**config.mk**
```make
export PLATFORM = sky130hd
export DESIGN_NAME = wide_add_seq
export DESIGN_NICKNAME = d
export VERILOG_FILES = /design/src/rtl/wide_add_seq.sv
export SDC_FILE = /design/constraint.sdc
export NUM_CORES = 1
export LEC_CHECK = 0
export CORE_ASPECT_RATIO = 0.8
export CORE_MARGIN = 2
export CORE_UTILIZATION = 45
export DETAILED_ROUTE_END_ITERATION = 16
export PLACE_DENSITY = 0.76
export SLEW_MARGIN = 30
export SYNTH_ARGS = -nofsm -noshare
export SYNTH_HDL_FRONTEND = slang
export SYNTH_SLANG_ARGS = --single-unit
```
**constraint.sdc**
```tcl
create_clock -name clk -period 1.7 [get_ports clk]
set_input_delay 0.17 -clock clk [delete_from_list [all_inputs] [get_ports clk]]
set_output_delay 0.17 -clock clk [all_outputs]
set_load 0.02 [all_outputs]
```
**src/rtl/wide_add_seq.sv**
```systemverilog
// Wide add/subtract sequencer: feeds one byte slice per cycle to an external
// 8-bit adder and assembles an NBYTES-wide result with carry-out and signed
// overflow, using valid/ready handshakes on both the operand and result sides.
module wide_add_seq #(
  parameter int NBYTES = 4
) (
  input  logic                  clk,
  input  logic                  rst_n,
  input  logic                  in_valid,
  output logic                  in_ready,
  input  logic [8*NBYTES-1:0]   in_a,
  input  logic [8*NBYTES-1:0]   in_b,
  input  logic                  in_cin,
  input  logic                  in_sub,
  output logic [7:0]            add_a,
  output logic [7:0]            add_b,
  output logic                  add_cin,
  input  logic [8:0]            add_sum,
  output logic                  out_valid,
  input  logic                  out_ready,
  output logic [8*NBYTES-1:0]   out_sum,
  output logic                  out_cout,
  output logic                  out_ovf,
  output logic                  busy
);

  localparam int W    = 8 * NBYTES;
  localparam int IDXW = $clog2(NBYTES);
  localparam logic [IDXW-1:0] LAST_IDX = IDXW'(NBYTES - 1);

  typedef enum logic [1:0] {
    IDLE = 2'd0,
    RUN  = 2'd1,
    DONE = 2'd2
  } state_t;

  state_t            r_state;
  state_t            w_next;
  logic [W-1:0]      r_a;
  logic [W-1:0]      r_b;
  logic              r_carry;
  logic [IDXW-1:0]   r_idx;
  logic [W-1:0]      r_res;
  logic [W-1:0]      r_sum;
  logic              r_cout;
  logic              r_ovf;
  logic              w_accept;
  logic              w_lastSlice;
  logic [W-1:0]      w_shA;
  logic [W-1:0]      w_shB;

  // Shift the current byte slice down to bit 0 so it can be picked off directly.
  assign w_shA = r_a >> {r_idx, 3'b000};
  assign w_shB = r_b >> {r_idx, 3'b000};

  assign out_sum  = r_sum;
  assign out_cout = r_cout;
  assign out_ovf  = r_ovf;

  // State register.
  always_ff @(posedge clk or negedge rst_n) begin
    if (!rst_n) r_state <= IDLE;
    else        r_state <= w_next;
  end

  // Next-state and handshake outputs; DONE can accept a new op in the same
  // cycle its result is taken, which keeps back-to-back ops bubble-free.
  always_comb begin
    w_next      = r_state;
    in_ready    = 1'b0;
    out_valid   = 1'b0;
    busy        = 1'b0;
    w_accept    = 1'b0;
    w_lastSlice = 1'b0;
    case (r_state)
      IDLE: begin
        in_ready = 1'b1;
        if (in_valid) begin
          w_accept = 1'b1;
          w_next   = RUN;
        end
      end
      RUN: begin
        busy = 1'b1;
        if (r_idx == LAST_IDX) begin
          w_lastSlice = 1'b1;
          w_next      = DONE;
        end
      end
      DONE: begin
        out_valid = 1'b1;
        in_ready  = out_ready;
        if (out_ready) begin
          if (in_valid) begin
            w_accept = 1'b1;
            w_next   = RUN;
          end else begin
            w_next = IDLE;
          end
        end
      end
      default: w_next = IDLE;
    endcase
  end

  // Drive the external adder only while slicing; it sees zeros otherwise.
  always_comb begin
    add_a   = 8'd0;
    add_b   = 8'd0;
    add_cin = 1'b0;
    if (r_state == RUN) begin
      add_a   = w_shA[7:0];
      add_b   = w_shB[7:0];
      add_cin = r_carry;
    end
  end

  // Operand latch, per-slice accumulation, and the result registers that are
  // loaded only on the final slice so they hold until the next op completes.
  always_ff @(posedge clk or negedge rst_n) begin
    if (!rst_n) begin
      r_a     <= '0;
      r_b     <= '0;
      r_carry <= 1'b0;
      r_idx   <= '0;
      r_res   <= '0;
      r_sum   <= '0;
      r_cout  <= 1'b0;
      r_ovf   <= 1'b0;
    end else begin
      if (w_accept) begin
        r_a     <= in_a;
        r_b     <= in_sub ? ~in_b : in_b;
        r_carry <= in_sub ? 1'b1 : in_cin;
        r_idx   <= '0;
      end else if (r_state == RUN) begin
        r_res[{r_idx, 3'b000} +: 8] <= add_sum[7:0];
        r_carry                     <= add_sum[8];
        if (!w_lastSlice) r_idx <= r_idx + 1'b1;
      end
      if (w_lastSlice) begin
        r_sum  <= {add_sum[7:0], r_res[W-9:0]};
        r_cout <= add_sum[8];
        r_ovf  <= (r_a[W-1] == r_b[W-1]) & (add_sum[7] != r_a[W-1]);
      end
    end
  end

endmodule

```
After elaboration in Yosys (flattened, before gate mapping):

Cells that the tools add are included.

* bits of input ports: 79
* output and inout port bits: 54
* register bits after elaboration: 135

* add/subtract/negate cells: 2
* eq/ne operators: 9
* shift operators: 4
* mux-type cells: 24
* bitwise operators: 3
* reduce and logical (&&, ||, !) cells: 5

Operators by type and width (count)
* $shr 32x5->8: 2
* $bwmux 32: 1
* $mux 32: 1
* $not 32->32: 1
* $shift 8x7->32 const A: 1
* $shiftx 8x7->32: 1
* $mux 8: 2
* $mux 2: 6
* $mux 1: 11
* $ne 2x2->1 const B: 4
* $neg 5->7: 1
* $pmux 2 s3: 1
* $eq 2x2->1 const B: 2
* $pmux 1 s2: 2
* $reduce_and 2->1: 2
* $reduce_and 3->1: 1
* $add 2x1->2 const B: 1
* $eq 2x1->1 const B: 1
* $logic_not 2->1: 1
* $reduce_bool 2->1: 1
* $and 1x1->1: 1
* $eq 1x1->1: 1
* $ne 1x1->1: 1
* $not 1->1: 1

Longest topological paths before layout:

* word-level depth: 6
* gate-level depth with buffers: 7
* mapped depth without buffers: 5

Least setup slack after synthesis:

Ideal clock, no wire load.

* kind: register to register
* start point: register r_idx[1]
* end point: register r_res[10]
* cell stages (with the launch flop): 8
* path slack: -0.201 ns
* setup time: 0.067 ns
* clock period less this slack: 1.901 ns
* arrival time: 1.834 ns
* cells stage by stage: dfrtp_1 > buf_2 > buf_2 > inv_1 > ha_1 > nand2b_1 > nor4_4 > a22o_1

* cells in the longest elaborated chain, start to end: 3

Ends and longest elaborated chain
* start: declaration: RTL line 42 `logic [IDXW-1:0] r_idx;`
* start signal: assignment: RTL line 139 `if (!w_lastSlice) r_idx <= r_idx + 1'b1;`
* $neg 5->7 (*): RTL line 137 `r_res[{r_idx, 3'b000} +: 8] <= add_sum[7:0];`
* $shiftx 8x7->32 or $shift 8x7->32 (tied branches): RTL line 137
* $bwmux 32 (*): RTL line 137
* end signal: indexed assignment: RTL line 137
* end: declaration: RTL line 43 `logic [W-1:0] r_res;`

Every way passes the cells marked *; elsewhere a longest branch is shown, timed or not.
A chain may end at the register's enable or synchronous reset.

Worst setup path in the final report:

* start point: register r_idx[0]
* end point: output add_a[5]

* cells in the longest elaborated chain, start to end: 2

Ends and longest elaborated chain
* $shr 32x5->8: RTL line 53 `assign w_shA = r_a >> {r_idx, 3'b000};`
* $mux 8: RTL line 111 `if (r_state == RUN) begin`
* end: declaration: RTL line 15 `output logic [7:0] add_a,`

Every way passes these cells.

==> impl_metrics.tcl <==
set metrics [dict create \
    status "complete, but fails checks" \
    violations "setup timing" \
    yosysSeqAreaShare_pct 55.8 \
    period_share_pct 117 \
    h-tree-depth 4 \
    drive_gt1_share_pct 40.7 \
    peakVddDrop_mv 1.05 \
    power_mw 17.4 \
    synth_cell_type_count 29 \
    routed_via_density 5.12 \
    seq_area_um2 3180 \
    powerDensity_nw_per_um2 2060 \
    root_buffer "clkbuf_16" \
    synth_area_leader_cell "dfrtp_1" \
    crit_fanout 4 \
    cts.clk_slew.worst_paths_ps 60 \
    placedCellCount 686 \
    placement.io_buffers 132 \
    ys_async_sr_fraction_pct 100 \
    relSlewSlack_pct 40.3 \
    cp_top_family "multiplexers" \
    cp_slowest_stage_delay_ps 500 \
    dr.pass1.iters 4 \
    std_cell_rows 36 \
    finalHoldViolCount 0 \
    final_core_util_pct 68.9 \
    cts_tree "built" \
    track_usage_pct 21.4 \
    clk_latency_ps 410 \
    start_util_pct 46.5 \
    clockBufferDepth 2 \
    ys_seq_elements 127 \
    worstPathArrival_ps 1820 \
    wl_mm 13.9 \
    grt_pass1_vias 4253 \
    multi_input_area_um2 2470 \
    yosysTopAreaCellShare_pct 55.8 \
    syn-num-nets 459 \
    wl_per_cell_um 18.9 \
    dpl_cell_area_um2 7450 \
    period_minus_slack_ps 1990 \
    overflow 0 \
    synth_ff_type "dfrtp_1" \
    ys_warn_count 0 \
    setup_slack_ps -286 \
    skew_ps 6.79 \
    cap_violations 0 \
    min_path_type "primary input to async pin" \
    fillers 869 \
    final_cells 734 \
    nNetsFinal 634 \
    die_height_um 105 \
    dr.first_iter.drc_count 167 \
    endpoint_kind "output port" \
    crit_required_ps 1530 \
    antenna_cells 0 \
    yosys-top-cells-area "dfrtp_1 56%, mux2_2 16%, mux4_2 6.3%, xor2_1 4.9%, a22o_1 3.8%" \
    syn2layout_area_growth_pct 48.1 \
    setup_viol 58 \
    cts_buffers 17 \
    num_vias 3758 \
    die_w_um 130 \
    max_slew.worst_pin.slew_ps 895 \
    post-route-drc-count 0 \
    hold_slack_ps 143 \
    cts.sinks 127 \
    path_class "flip-flop to output port" \
    critPathSlowestCell "mux4_2" \
    critPathBufInv 2 \
    syn_area_per_cell_um2 15.2 \
    dp_worst_setup_slack_ps -306 \
    syn_area_um2 5700 \
    core_area_um2 12300 \
    cp_common_cell "buf_6" \
    ant_nets 0 \
    max_freq_mhz 504 \
    path_cells "buf_6 > mux4_2 > and2_4 > buf_6" \
    rsz0062_at_grt "yes" \
    fin_setup_tns_ps -8650 \
    slew_violations 0 \
    synthCells 375 \
    dpl.hpwl_mm 8.78 \
    grt_max_degree 93 \
    antenna_found_initial 0 \
    worst_setup_path_start_kind "flip-flop" \
    place.gp.congestion 0.740 \
    ios 133 \
    total_leakage_power_nw 3.72 \
    die-area_um2 13600 \
    grt_pass1_wl_mm 22.2 \
    synth_edf_count 0 \
    fin_area_um2 8440 \
]
[path summary, 6_finish.rpt]
| check | slack (ps) | to | startpoint | cells past startpoint |
|---|---|---|---|---|
| min in group clk | 350 | r_a[21]$_DFFE_PN0P_ | in_a[21] | 2 |
| max in group asynchronous | 800 | r_idx[0]$_DFFE_PN0P_ | rst_n | 3 |
| worst max-delay path | -290 | add_a[5] | r_idx[0]$_DFFE_PN0P_ | 4 |
| worst max register to register | -190 | out_sum[14]$_DFFE_PN0P_ | r_idx[0]$_DFFE_PN0P_ | 7 |
| worst min register to register | 490 | r_a[20]$_DFFE_PN0P_ | r_a[20]$_DFFE_PN0P_ | 1 |
| worst min-delay path | 140 | out_sum[17]$_DFFE_PN0P_ | rst_n | 2 |
[cells by family after synthesis]
family | share of synthesized area (%)
buf+inv | 2.68
fa+ha+maj | 1.10
compound gates | 4.77
flops | 55.8
mux | 25.8
simple gates | 4.76
xor+xnor | 5.07
[repair_timing]
action	CTS	global route
endpoints found under the setup margin	78	107
setup buffers	7	6
pin swaps	20	3
hold endpoints to repair	117	0
cloned	5	3
hold buffers	1	0
resized for setup	144	17
[layout by cell type (no fill, tap or decap), types with 2 or more instances in the layout]
cell,count
dfrtp_1,126
clkinv_4,5
buf_6,21
ha_4,2
nand2_1,2
buf_12,11
inv_6,2
nor2_1,3
nand3b_1,2
inv_8,2
bufinv_16,3
clkdlybuf4s50_1,110
a21oi_1,3
clkbuf_16,19
and2_4,16
a22o_1,25
nand2_2,2
mux2i_1,2
buf_16,2
mux2_1,16
inv_1,2
buf_4,26
clkinvlp_4,2
nor4_4,3
mux4_2,16
ha_2,2
clkinv_2,2
xor2_1,32
mux2_2,80
[power by group]
part | leakage, nW | internal, mW | total, mW | switching, mW
combinational | 1.84 | 4.88 | 8.35 | 3.48
clock | 0.296 | 2.33 | 3.72 | 1.40
sequential | 1.59 | 4.48 | 5.29 | 0.818
total | 3.72 | 11.7 | 17.4 | 5.69
[sequential cells by signal (all words and copies together) (netlist names)]
name	cells
r_idx	2
r_b	32
out_sum	32
r_state	2
r_res	24
out_cout	1
out_ovf	1
r_a	32
r_carry	1
[layer usage]
layer	wire length (um)	track usage, %	vias to the layer above
li1	-	-	1712
met1	6040	26.9	1938
met2	6900	35.6	96
met3	794	6.96	12
met4	141	5.68	0
met5	0	0	-
[cells in the mapped netlist, types with 3 or more instances]
cell type,count
buf_2,11
buf_4,6
nor2_1,3
and2_1,17
mux2_1,16
mux4_2,16
a22o_1,25
nor4_4,3
nand2_1,4
a21oi_1,3
clkbuf_1,3
mux2_2,81
ha_1,5
dfrtp_1,127
inv_1,5
xor2_1,32
[area by class of cell]
| cell class | instances | share of cell area, % |
|---|---|---|
| flip-flops and latches | 127 | 37.7 |
| multi-input cells | 221 | 29.3 |
| repair buffers | 178 | 22.9 |
| clock buffers | 17 | 5.04 |
| well taps | 171 | 2.54 |
| clock inverters | 15 | 2.22 |
| inverters | 5 | 0.341 |
Note: power is estimated with default switching activity, not from simulation.
